<file path="config.mk">
export PLATFORM = sky130hd
export DESIGN_NAME = mna_flit_depacketizer
export DESIGN_NICKNAME = d
export VERILOG_FILES = /design/src/rtl/mna_pkg.sv /design/src/rtl/mna_sync_fifo.sv /design/src/rtl/mna_flit_depacketizer.sv
export SDC_FILE = /design/constraint.sdc
export NUM_CORES = 1
export LEC_CHECK = 0
export CORE_AREA = 2 2 127 129
export CTS_BUF_LIST = sky130_fd_sc_hd__clkbuf_8
export DETAILED_ROUTE_END_ITERATION = 8
export DIE_AREA = 0 0 129 131
export PLACE_DENSITY_LB_ADDON = 0.08
export SLEW_MARGIN = 10
export SYNTH_ARGS = -nofsm -noshare
export SYNTH_HDL_FRONTEND = slang
export SYNTH_HIERARCHICAL = 1
export SYNTH_SLANG_ARGS = --single-unit
</file>
<file path="constraint.sdc">
create_clock -name clk -period 3.2 [get_ports clk]
set_input_delay 0.64 -clock clk [delete_from_list [all_inputs] [get_ports clk]]
set_output_delay 0.64 -clock clk [all_outputs]
set_load 0.02 [all_outputs]
</file>
<file path="src/rtl/mna_pkg.sv">
// mna_pkg: flit type codes, depacketizer state encoding and flit field widths.
package mna_pkg;
  localparam logic [1:0] FLIT_BODY = 2'b00;
  localparam logic [1:0] FLIT_TAIL = 2'b01;
  localparam logic [1:0] FLIT_HEAD = 2'b10;
  localparam logic [1:0] FLIT_SINGLE = 2'b11;
  localparam int FLIT_TYPE_W = 2;
  typedef enum logic {ST_IDLE = 1'b0, ST_PKT = 1'b1} state_t;
endpackage

</file>
<file path="src/rtl/mna_sync_fifo.sv">
// mna_sync_fifo: synchronous FIFO with wrap-bit pointers; no push when full.
module mna_sync_fifo #(
  parameter int W = 36,
  parameter int DEPTH = 4
) (
  input  logic         clk,
  input  logic         rst,
  input  logic         wr_en,
  input  logic [W-1:0] wr_data,
  input  logic         rd_en,
  output logic [W-1:0] rd_data,
  output logic         full,
  output logic         empty
);
  localparam int AW = $clog2(DEPTH);
  logic [AW:0] wp, rp;
  logic [W-1:0] mem [DEPTH];
  assign full = (wp[AW] != rp[AW]) && (wp[AW-1:0] == rp[AW-1:0]);
  assign empty = wp == rp;
  assign rd_data = mem[rp[AW-1:0]];
  always_ff @(posedge clk) begin
    if (rst) begin
      wp <= '0;
      rp <= '0;
      for (int i = 0; i < DEPTH; i++) mem[i] <= '0;
    end else begin
      if (wr_en && !full) begin
        mem[wp[AW-1:0]] <= wr_data;
        wp <= wp + (AW+1)'(1);
      end
      if (rd_en && !empty) rp <= rp + (AW+1)'(1);
    end
  end
endmodule

</file>
<file path="src/rtl/mna_flit_depacketizer.sv">
// mna_flit_depacketizer: NoC flit framing FSM, head capture and payload FIFO.
// Optional MNA_DEPKT_ERR_CNT_EN adds a saturating 8-bit framing error counter.
module mna_flit_depacketizer
  import mna_pkg::*;
#(
  parameter int DATA_W = 32,
  parameter int TAG_W = 3,
  parameter int DEPTH = 4
) (
  input  logic                          clk,
  input  logic                          rst,
  input  logic [FLIT_TYPE_W+DATA_W+TAG_W-1:0] noc_flit,
  input  logic                          noc_valid,
  output logic                          noc_ready,
  output logic [DATA_W-1:0]             hdr_data,
  output logic [TAG_W-1:0]              hdr_tag,
  output logic                          hdr_valid,
  output logic [DATA_W-1:0]             out_data,
  output logic [TAG_W-1:0]              out_tag,
  output logic                          out_last,
  output logic                          out_valid,
  input  logic                          out_ready,
  output logic                          busy,
`ifdef MNA_DEPKT_ERR_CNT_EN
  output logic                          err,
  output logic [7:0]                    err_cnt
`else
  output logic                          err
`endif
);
  localparam int FW = 1 + DATA_W + TAG_W;
  state_t state, state_n;
  logic [1:0] ftype;
  logic full, empty, accept, push, push_last, hdr_cap, err_n;
  logic [FW-1:0] rd_word;
  assign ftype = noc_flit[FLIT_TYPE_W+DATA_W+TAG_W-1 -: FLIT_TYPE_W];
  assign noc_ready = !full;
  assign accept = noc_valid && noc_ready;
  assign out_valid = !empty;
  assign busy = state == ST_PKT;
  assign {out_last, out_data, out_tag} = rd_word;
  always_comb begin
    state_n = state;
    push = 1'b0;
    push_last = 1'b0;
    hdr_cap = 1'b0;
    err_n = 1'b0;
    if (accept) begin
      if (state == ST_IDLE) begin
        hdr_cap = ftype == FLIT_HEAD;
        push = ftype == FLIT_SINGLE;
        push_last = 1'b1;
        err_n = ftype == FLIT_BODY || ftype == FLIT_TAIL;
        state_n = ftype == FLIT_HEAD ? ST_PKT : ST_IDLE;
      end else begin
        push = ftype == FLIT_BODY || ftype == FLIT_TAIL;
        push_last = ftype == FLIT_TAIL;
        err_n = ftype == FLIT_HEAD || ftype == FLIT_SINGLE;
        state_n = ftype == FLIT_TAIL ? ST_IDLE : ST_PKT;
      end
    end
  end
  always_ff @(posedge clk) begin
    if (rst) begin
      state <= ST_IDLE;
      hdr_data <= '0;
      hdr_tag <= '0;
      hdr_valid <= 1'b0;
      err <= 1'b0;
    end else begin
      state <= state_n;
      hdr_valid <= hdr_cap;
      err <= err_n;
      if (hdr_cap) begin
        hdr_data <= noc_flit[TAG_W+DATA_W-1:TAG_W];
        hdr_tag <= noc_flit[TAG_W-1:0];
      end
    end
  end
`ifdef MNA_DEPKT_ERR_CNT_EN
  always_ff @(posedge clk) begin
    if (rst) err_cnt <= '0;
    else if (err_n && err_cnt != 8'hFF) err_cnt <= err_cnt + 8'd1;
  end
`endif
  mna_sync_fifo #(.W(FW), .DEPTH(DEPTH)) u_fifo (
    .clk(clk),
    .rst(rst),
    .wr_en(push),
    .wr_data({push_last, noc_flit[DATA_W+TAG_W-1:0]}),
    .rd_en(out_ready),
    .rd_data(rd_word),
    .full(full),
    .empty(empty)
  );
endmodule
</file>
# ---- Yosys cells after proc, flatten, opt, wreduce, memory -nomap -nowiden
# Memory sizes are Yosys's and may differ from the RTL's. A register that Yosys moved wholly into a read port is not among the register bits.
# Index checks and enable logic that the tools add are counted.
dict set report totals {
  ff_bits 44
  ramBits 144
  out_inout_bits 76
  memories 1
}
dict set report op_classes {
  n_addsub 2
  eq_ne 6
  mux 20
  bitwise 1
  n_reduce_logical 11
}
# memory words word_bits rd rd_clocked_by_memory_dff write_ports line
set memory_table {}
lappend memory_table {u_fifo.mem 4 36 1 1 4 mna_sync_fifo.sv:17} ;# logic [W-1:0] mem [DEPTH];
# operator count
set ops {}
lappend ops {{36-bit 2-to-1 mux} 1}
lappend ops {{36-bit OR reduction} 1}
lappend ops {{1-bit 2-to-1 mux} 16}
lappend ops {{3-bit by 1-bit adder with 3-bit output, second input constant} 2}
lappend ops {{2-bit 2-to-1 mux} 3}
lappend ops {{2-bit equality test, second input constant} 2}
lappend ops {{1-bit logical AND} 4}
lappend ops {{3-bit equality test} 1}
lappend ops {{2-bit by 1-bit equality test with 1-bit output, second input constant} 1}
lappend ops {{2-bit equality test} 1}
lappend ops {{1-bit logical NOT} 2}
lappend ops {{2-bit logical NOT} 1}
lappend ops {{1-bit logical OR} 2}
lappend ops {{2-bit OR reduction} 1}
lappend ops {{1-bit inequality test} 1}
lappend ops {{1-bit NOT} 1}

# ---- Logic depth before layout (Yosys ltp)
# Gate-level depths: netlist (run 1).
dict set report logic_depth {
  word_depth 11
  mapped_depth 12
}

# ---- By module
# Netlist (run 1), hierarchy kept.
# mod instances cells_per_inst area_each_um2 seq_area_each_um2
set by_module_without_submodules {}
lappend by_module_without_submodules {mna_sync_fifo 1 460 6605.1 4484.3}
lappend by_module_without_submodules {mna_flit_depacketizer 1 172 1775.5 760.7}

# ---- Worst setup path before layout (run 1)
# Ideal clock, no wire load.
dict set report synth_timing {
  path_kind {reg-to-reg}
  from {register u_fifo.rp[1]}
  to {memory u_fifo.mem[3][0], enable pin}
  arrival_ns 2.561
  required_ns 2.805
  setup_slack_ns 0.244
  stages_incl_launch_ff 10
  path_buffers 3
  synth_period_minus_slack_ns 2.956
  cell_sequence {dfxtp_1 buf_2 xnor2_1 nand3_2 inv_2 buf_4 nand2b_4 nor2_1 clkbuf_1 a41o_1}
}
# item line
set synth_lines {}
lappend synth_lines {{start: declaration} mna_sync_fifo.sv:16} ;# logic [AW:0] wp, rp;
lappend synth_lines {{start signal: assignment} mna_sync_fifo.sv:31} ;# if (rd_en && !empty) rp <= rp + (AW+1)'(1);
lappend synth_lines {{end: declaration} mna_sync_fifo.sv:17}

==> results of run 1 <==
## cell type report
cell class              instances  area share (%)
clock inverters                13            1.10
inverters                       6           0.221
repair buffers                139            13.7
well taps                     216            2.66
multi-input cells             394            28.2
flip-flops and latches        190            51.6
clock buffers                  19            2.57
## power breakdown
group	switching (mW)	internal, mW
clock network	0.779	0.713
logic	0.634	0.592
registers	0.0614	2.77
total	1.48	4.08
## final timing paths
| kind | startpoint | to | slack, ns |
|---|---|---|---|
| worst max-delay path | flop | out_tag[0] | 0.25 |
| worst min-delay path | hdr_data[18] | hdr_data[18] | 0.47 |
| worst max register to register | u_fifo/rp[0] | u_fifo/mem[1][11] | 0.72 |
| worst min register to register | hdr_data[18] | hdr_data[18] | 0.47 |
## per-layer routing
layer | GRT usage [%] | vias up | wire, um
met5 | 0 | - | 0
li1 | - | 2458 | -
met3 | 4.76 | 16 | 1120
met4 | 7.35 | 0 | 213
met2 | 39.4 | 174 | 9340
met1 | 28.4 | 2630 | 7480
## tightest hold or removal path: stages, from the launching register on
cell and delay, ns:
dfxtp_1 0.32, nand2b_1 0.06, mux2i_1 0.05
## kinds of logic (layout without fill, tap and decap cells)
family | after synthesis | in the layout | synth area share, %
AOI/OAI and AO/OA | 28 | 28 | 2.45
buffers and inverters | 48 | 177 | 3.61
and+or+nand+nor | 287 | 287 | 16.3
DFF | 190 | 190 | 62.6
adders and majority gates | 2 | 2 | 0.299
xor gates and xnor gates | 6 | 6 | 0.896
muxes | 71 | 71 | 13.9
## flip-flops by register name, indices dropped and copies added, names as in the netlist, named ones only
register and count:
err 1, u_fifo/wp 3, u_fifo/rp 3, hdr_tag 3
hdr_valid 1, u_fifo/mem 144, busy 1, hdr_data 32
## cell usage in the layout, fill, tap and decap left out, types with 2 or more instances in the layout
| cell | synthesis | routed |
|---|---|---|
| xor2_1 | 2 | 2 |
| ha_1 | 2 | 2 |
| bufinv_16 | 0 | 2 |
| mux2i_1 | 35 | 35 |
| o211ai_1 | 2 | 2 |
| clkbuf_8 | 0 | 19 |
| a211o_1 | 2 | 2 |
| nand2_1 | 40 | 40 |
| dfxtp_1 | 46 | 44 |
| buf_4 | 9 | 18 |
| nand2b_4 | 2 | 2 |
| a21o_1 | 2 | 2 |
| edfxtp_1 | 144 | 144 |
| clkinvlp_4 | 0 | 2 |
| clkdlybuf4s50_1 | 0 | 115 |
| o21ai_4 | 0 | 2 |
| a31oi_1 | 4 | 4 |
| buf_12 | 3 | 5 |
| nand2b_1 | 74 | 74 |
| o21ai_0 | 6 | 6 |
| inv_1 | 5 | 11 |
| nand3_1 | 4 | 4 |
| a21oi_1 | 4 | 4 |
| clkinv_2 | 0 | 2 |
| nor2_1 | 146 | 146 |
| nand4_1 | 4 | 4 |
| nor3b_1 | 5 | 5 |
| dfxtp_2 | 0 | 2 |
| nor2b_1 | 5 | 4 |
| mux4_2 | 36 | 36 |
| a31o_2 | 3 | 3 |
| xnor2_2 | 2 | 3 |
## what timing repair did
item                                    CTS  global route
resized for setup                         0             1
hold endpoints to repair                  0             0
buffers inserted                          0             0
endpoints found under the setup margin    0             1
==> impl_metrics.csv, run 1 <==
group,metric,value,unit
grt,gr-total-overflow,0,
cells_and_area,nFillCells,1192,
worst_setup_path,start_kind,"flop",
synthesis,synthTopCellsByCount,"nor2_1, edfxtp_1, nand2b_1",
floorplan,dieArea,16900,um^2
floorplan,num_rows,46,
cells_and_area,syn_to_final_growth,21.3,%
pwr,total_power,5.55,mW
cells_and_area,regArea,5250,um^2
timing,fin_crit,2.95,ns
cts,ctsHoldBuffers,0,
synthesis,synthTopCellsByArea,"edfxtp_1, dfxtp_1, mux4_2",
timing,clock_skew,0.0138,ns
worst_hold_path,hp-class,"flop to flop",
floorplan,dieHeight,131,um
drt,viasPerCell,5.40,
floorplan,io_pins,117,
cells_and_area,diodes,0,
synthesis,synth_warnings,6,
synthesis,synth_top_area_share,51.6,%
placed_design,place_ws,0.544,ns
synthesis,postSynthCellCount,632,
worst_setup_path,critical-path-max-stage-delay,0.60,ns
grt,antenna_found_initial,0,
synthesis,synth_edf_count,144,
cts,clock_latency,0.46,ns
grt,grt_pass1_vias,5438,
timing,setup-violations-final,0,
cts,clkTransAtPathRegs,0.09,ns
drt,vias,5278,
cells_and_area,final_cells,977,
timing,max_freq,339,MHz
cells_and_area,drive_gt1_share,13.8,%
synthesis,async_flop_share,0,%
synthesis,synth.most_common_cell,"nor2_1",
floorplan,die_x,129,um
placed_design,post_dp_cell_area,9790,um^2
grt,grt.total_usage,22.5,%
timing,drv_slew,0,
cells_and_area,multiInputGateArea,2860,um^2
placed_design,dpl.cell_count,945,
worst_setup_path,cp_cell_sequence,"buf_4 > mux4_2 > clkdlybuf4s50_1",
drt,ant_nets,0,
worst_setup_path,worstSetupEndpointType,"output port",
status,status,"completed",
drt,drc,0,
worst_setup_path,path_max_fanout,19,
synthesis,ys.flop_type,"edfxtp_1",
cells_and_area,stdcell_area,10200,um^2
cts,cts_tree,"yes",
cts,numCtsBuffers,17,
floorplan,start_util,53.7,%
drt,drt_first_pass_iters,5,
placed_design,dp_hpwl,11.7,mm
grt,grt_pass1_wl,28.3,mm
synthesis,syn_area,8380,um^2
worst_hold_path,holdPathStages,2,
drt,wire_per_inst,18.6,um
cts,cts_max_path_buffers,2,
pwr,ir_drop,0.348,mV
timing,fin_tns_setup,0,ns
timing,grt_setup_unrepaired,"no",
worst_setup_path,crit_family,"buffers and inverters",
cts,htreeDepth,4,
worst_setup_path,cp.required,2.56,ns
synthesis,synth.distinct_cells,43,
placed_design,io_buffer_count,116,
drt,drt_iter0_drc,375,
timing,relSlewSlack,57.2,%
pwr,power.density,546,nW/um^2
placed_design,place_congestion,0.776,
drt,wl,18.2,mm
timing,holdWs,0.474,ns
job,max-cap-violations,0,
cts,cts_root_buf,"clkbuf_8",
worst_setup_path,crit_cells,3,
cts,clock_sinks,190,
grt,grt_max_degree,51,
worst_setup_path,slowest_stage,"mux4_2",
synthesis,syn_area_per_cell,13.3,um^2
pwr,p_leak,3.58,nW
worst_setup_path,critical_path_class,"flop to output port",
synthesis,synth_largest_area_cell,"edfxtp_1",
cells_and_area,final_util,65.2,%
synthesis,ys_seq_area_share,62.6,%
worst_setup_path,reg2reg_depth,10,
timing,post-route-period-util,92.3,%
synthesis,ys_ff_latch,190,
timing,fin_ws,0.247,ns
timing,worst_pin_slew,0.639,ns
synthesis,synth_nets,675,
floorplan,core_region_area,15600,um^2
timing,finalHoldViolCount,0,
worst_setup_path,worst-path-buf-inv,2,
cells_and_area,nets,791,
worst_setup_path,crit_arrival,2.31,ns
Note: power is estimated with default switching activity, not from simulation.
==> inputs of run 2 (changes only) <==
Settings changed: CTS_CLUSTER_DIAMETER set to 150, SKIP_CTS_REPAIR_TIMING set to 1.
==> results of run 2 <==
No change in the layout: final DEF, timing and power equal those of run 1.
